==> config.mk <==
export PLATFORM = sky130hd
export DESIGN_NAME = instr_load_sequencer
export DESIGN_NICKNAME = d
export VERILOG_FILES = /design/src/rtl/instr_load_sequencer.sv
export SDC_FILE = /design/constraint.sdc
export NUM_CORES = 1
export LEC_CHECK = 0
export CAP_MARGIN = 10
export CORE_MARGIN = 2
export CORE_UTILIZATION = 25
export DETAILED_ROUTE_END_ITERATION = 16
export PLACE_DENSITY = 0.5
export SYNTH_ARGS = -nofsm -noshare
export SYNTH_HDL_FRONTEND = slang
export SYNTH_SLANG_ARGS = --single-unit
==> constraint.sdc <==
create_clock -name clk -period 5.2 [get_ports clk]
set_input_delay 0.52 -clock clk [delete_from_list [all_inputs] [get_ports clk]]
set_output_delay 0.52 -clock clk [all_outputs]
set_load 0.02 [all_outputs]
==> src/rtl/instr_load_sequencer.sv <==
// Instruction-register feeder: buffers words in a small FIFO and issues them
// as counted, address-incrementing load strobes; flags DIV/MOD by zero.
module instr_load_sequencer #(
    parameter int OPC_W   = 4,
    parameter int OPND_W  = 32,
    parameter int ADDR_W  = 5,
    parameter int DEPTH   = 4,
    parameter int OPC_DIV = 4,
    parameter int OPC_MOD = 5
) (
    input  logic                clk,
    input  logic                reset_n,
    input  logic                in_valid,
    output logic                in_ready,
    input  logic [OPC_W-1:0]    in_opcode,
    input  logic [OPND_W-1:0]   in_operand_a,
    input  logic [OPND_W-1:0]   in_operand_b,
    input  logic                start,
    input  logic [ADDR_W-1:0]   start_addr,
    input  logic [ADDR_W:0]     load_count,
    input  logic                abort,
    output logic                load_en,
    output logic [ADDR_W-1:0]   write_pointer,
    output logic [OPC_W-1:0]    opcode,
    output logic [OPND_W-1:0]   operand_a,
    output logic [OPND_W-1:0]   operand_b,
    output logic                busy,
    output logic                done,
    output logic                div0_err,
    output logic [ADDR_W:0]     loads_issued
);

    localparam int PTR_W = (DEPTH > 1) ? $clog2(DEPTH) : 1;
    localparam int CNT_W = PTR_W + 1;
    localparam int CW    = ADDR_W + 1;

    typedef struct packed {
        logic [OPC_W-1:0]  opc;
        logic [OPND_W-1:0] a;
        logic [OPND_W-1:0] b;
    } entry_t;

    typedef enum logic [1:0] {
        IDLE = 2'd0,
        RUN  = 2'd1,
        DONE = 2'd2
    } state_t;

    state_t state_q, state_d;

    entry_t             mem [DEPTH];
    logic [PTR_W-1:0]   wr_q, rd_q;
    logic [CNT_W-1:0]   cnt_q;
    logic               full, empty;
    logic               push, pop, start_ok;
    entry_t             head;
    logic               head_div0;

    logic [ADDR_W-1:0]  addr_q;
    logic [CW-1:0]      remain_q;

    assign full      = (cnt_q == CNT_W'(DEPTH));
    assign empty     = (cnt_q == '0);
    assign in_ready  = !full;
    assign push      = in_valid && !full && !abort;
    assign pop       = (state_q == RUN) && !empty && !abort;
    assign start_ok  = (state_q == IDLE) && start && !abort;
    assign head      = mem[rd_q];
    assign head_div0 = ((head.opc == OPC_W'(OPC_DIV)) ||
                        (head.opc == OPC_W'(OPC_MOD))) &&
                       (head.b == '0);
    assign busy      = (state_q == RUN);

    // Storage needs no reset: occupancy is tracked by cnt_q alone.
    always_ff @(posedge clk) begin
        if (push) begin
            mem[wr_q] <= '{opc: in_opcode, a: in_operand_a, b: in_operand_b};
        end
    end

    always_ff @(posedge clk or negedge reset_n) begin
        if (!reset_n) begin
            wr_q  <= '0;
            rd_q  <= '0;
            cnt_q <= '0;
        end else if (abort) begin
            wr_q  <= '0;
            rd_q  <= '0;
            cnt_q <= '0;
        end else begin
            if (push) wr_q <= wr_q + PTR_W'(1);
            if (pop)  rd_q <= rd_q + PTR_W'(1);
            cnt_q <= cnt_q + CNT_W'(push) - CNT_W'(pop);
        end
    end

    always_ff @(posedge clk or negedge reset_n) begin
        if (!reset_n) begin
            state_q <= IDLE;
        end else begin
            state_q <= state_d;
        end
    end

    always_comb begin
        state_d = state_q;
        unique case (state_q)
            IDLE: if (start_ok) state_d = RUN;
            RUN:  if (pop && remain_q == CW'(1)) state_d = DONE;
            DONE: state_d = IDLE;
            default: state_d = IDLE;
        endcase
        if (abort) state_d = IDLE;
    end

    always_ff @(posedge clk or negedge reset_n) begin
        if (!reset_n) begin
            load_en       <= 1'b0;
            write_pointer <= '0;
            opcode        <= '0;
            operand_a     <= '0;
            operand_b     <= '0;
            done          <= 1'b0;
            div0_err      <= 1'b0;
            loads_issued  <= '0;
            addr_q        <= '0;
            remain_q      <= '0;
        end else begin
            load_en <= pop;
            done    <= 1'b0;
            if (start_ok) begin
                addr_q       <= start_addr;
                // A zero count means a full pass over the register file.
                remain_q     <= (load_count == '0) ? CW'(2 ** ADDR_W)
                                                   : load_count;
                loads_issued <= '0;
                div0_err     <= 1'b0;
            end
            if (pop) begin
                write_pointer <= addr_q;
                opcode        <= head.opc;
                operand_a     <= head.a;
                operand_b     <= head.b;
                addr_q        <= addr_q + ADDR_W'(1);
                remain_q      <= remain_q - CW'(1);
                loads_issued  <= loads_issued + CW'(1);
                done          <= (remain_q == CW'(1));
                if (head_div0) div0_err <= 1'b1;
            end
        end
    end

endmodule

==> run summary <==
status = completed
Reg2Reg Depth = 10
placed cell area = 0.0167 mm^2
Seq/Total Area, Yosys = 0.759
Via density = 4.24
Final setup viols = 0
Hold WS = 0.472 ns
CP arrival = 3.30 ns
clk sinks = 374
syn nets = 924
Crit path required time = 5.61 ns
cell taking the most area after synthesis = edfxtp_1
post-route cell area = 0.0180 mm^2
Slew @ Worst Pin = 0.958 ns
Hold Path Depth = 2
post-synthesis async set-or-reset flop share = 0.273
DRC viols = 0
Die H = 242 um
RD Place Congestion = 0.732
Fin Clk Skew = 0.0179 ns
number of max-cap violations = 0
routed length per instance = 19.1 um
worst vdd ir = 214 uV
flop2flop setup slack = 2.31 ns
Yosys reg bits = 374
Resize count post-CTS = 0
Synth area leaders = edfxtp_1 58%, dfrtp_1 18%, mux4_2 11%
Num CTS Buffers = 43
syn avg cell area = 17.0 um^2
GR Overflow Total = 0
setup bufs post-CTS = 0
ANT nets after route = 0
critical path class = flip-flop to flip-flop
Worst-path clk slew = 0.06 ns
leakage power = 6.41 nW
final hold vios = 0
EDFF count, synth = 272
Tmin final = 2.89 ns
Placeable Area = 0.0562 mm^2
hold path startpoint = operand_b[4]
vias after detailed routing = 7650
Clk Tree Root Cell = clkbuf_16
first-pass GRT wire length = 52400 um
Worst setup startpoint = cnt_q[1]
Setup TNS Final = 0 ns
PnR Total Power = 8.76 mW
Yosys warning count = 0
worst reg2reg startpoint = cnt_q[1]
starting density of the core = 0.252
RSZ-0062 raised after global routing = false
Max Clock Freq = 346 MHz
reg2reg end = cnt_q[2]
initial antenna violation count = 6
DIE AREA = 0.0584 mm^2
post-synth top area share = 0.578
dpl hpwl = 20400 um
cell area after synthesis = 0.0141 mm^2
Tcrit/Tclk final = 0.556
layout cell share with drive strength beyond 1 = 0.148
Iteration-0 DRC Markers = 466
Hold Path End = operand_b[4]
fill count = 5559
CTS tree = built
PD cells = 486 mW/mm^2
fin nets = 1109
non-filler cells, final = 1806
htree depth = 2
vias in the first global route = 8132
Worst setup EP type = flip-flop
# IOs = 168
CTS Buffer Depth = 3
crit start category = flip-flop
Clock Latency Late Sink = 0.56 ns
DR pass1 iterations = 4
pin count of the biggest net entering global routing = 84
Final Max Tran Viols = 0
# rows = 87
hold buffer count at cts = 1
Buffers on Ports = 167
dpl cells = 1724
detailed-route wire length = 34500 um
DIE WIDTH = 242 um
synth-to-layout area growth = 27.5%
Primary FF master, synth = edfxtp_1
critical path peak fanout = 31
Worst Hold Class = flip-flop to flip-flop
max_slew headroom = 0.361
gr usage total = 0.119
Yosys cell types = 48
cell count after synthesis = 829
[synthesized netlist by cell type (2+ instances only)]
master	count
nor2_1	10
mux4_2	68
nor3b_1	4
nand3_1	5
nor4b_1	2
or3_1	2
o311ai_1	7
edfxtp_1	272
clkbuf_1	17
o21ai_1	3
and2_1	4
a21oi_1	5
buf_2	13
a221o_1	4
buf_1	6
a31oi_1	2
mux2i_1	2
nand2b_1	2
buf_6	2
inv_1	9
xnor2_1	3
or4_1	3
ha_1	10
nor3_1	3
dfrtp_1	102
nor4_1	8
o31ai_1	2
nand2_1	239
[worst max path at each step]
| stage | slack (ns) | to | depth (start not counted) |
|---|---|---|---|
| 2_1_floorplan | 2.19 | mem[0][0] | 4 |
| 3_3_place_gp | 1.87 | cnt_q[2] | 10 |
| 3_5_place_dp | 1.86 | cnt_q[2] | 10 |
| 4_1_cts | 2.27 | cnt_q[2] | 10 |
| 5_1_grt | 2.08 | cnt_q[2] | 10 |
| 6_report | 2.31 | cnt_q[2] | 10 |
[cells in the final DEF, fill, tap and decap left out, drive strengths merged, types with 4 or more instances in the layout]
cell type      synthesis  routed
edfxtp               272     272
nand2                239     239
clkdlybuf4s50          0     166
dfrtp                102     102
mux4                  68      68
clkbuf                17      56
clkinv                 0      21
buf                   23      13
nor2                  10      10
ha                    10      10
inv                   10      10
nor4                   8       8
o311ai                 7       7
nand3                  5       5
a21oi                  5       5
and2                   4       4
nor3b                  4       4
a221o                  4       4
o21ai                  4       4
[worst max-delay path, stage by stage (launching register included)]
cell and delay, ns:
dfrtp_1 0.43, nor3_1 0.48, or3_4 0.51, clkinv_2 0.16
ha_1 0.32, inv_1 0.06, ha_1 0.14, inv_1 0.05
fa_1 0.37, xnor2_1 0.18, nor2_1 0.05
[registers in the layout, summed over array words and instances (netlist names)]
register,cells
mem,272
operand_a,32
operand_b,32
loads_issued,6
remain_q,6
addr_q,5
write_pointer,5
opcode,4
cnt_q,3
rd_q,2
state_q,2
wr_q,2
div0_err,1
done,1
load_en,1
[cell families after synthesis]
group | synth area share
AOI/OAI and AO/OA | 0.0170
xor gates and xnor gates | 0.00248
adders and majority gates | 0.0103
buffers and inverters | 0.0169
DFF | 0.759
muxes | 0.110
and+or+nand+nor | 0.0850
[final cells by class]
| class | instances | area [um^2] | area share |
|---|---|---|---|
| Antenna cell | 1 | 2.50 | 0.000139 |
| Clock buffer | 56 | 1170 | 0.0647 |
| Clock inverter | 24 | 154 | 0.00854 |
| Inverter | 10 | 38.8 | 0.00215 |
| Multi-Input combinational cell | 405 | 3190 | 0.177 |
| Sequential cell | 374 | 10700 | 0.595 |
| Tap cell | 756 | 946 | 0.0525 |
| Timing Repair Buffer | 180 | 1790 | 0.0991 |
[routing by layer]
| metal | up-vias | routed length (um) | global-route usage |
|---|---|---|---|
| li1 | 3482 | - | - |
| met1 | 3947 | 15900 | 0.160 |
| met2 | 156 | 16200 | 0.190 |
| met3 | 55 | 1560 | 0.0294 |
| met4 | 10 | 761 | 0.0354 |
| met5 | - | 74 | 0 |
[per-stage QoR]
stage               setup WS [ns]   util
floorplan                    2.19      -
global placement             1.87  0.297
detailed placement           1.86  0.297
CTS                          2.27  0.321
global route                 2.08  0.321
finish                       2.31  0.321
[report_power, final]
group          leakage [nW]  internal, mW  switching, mW
clock                 0.647          1.63           1.20
sequential             3.76          3.67          0.325
combinational          2.00         0.910           1.02
total                  6.41          6.21           2.55
(Power assumes the default switching activity.)
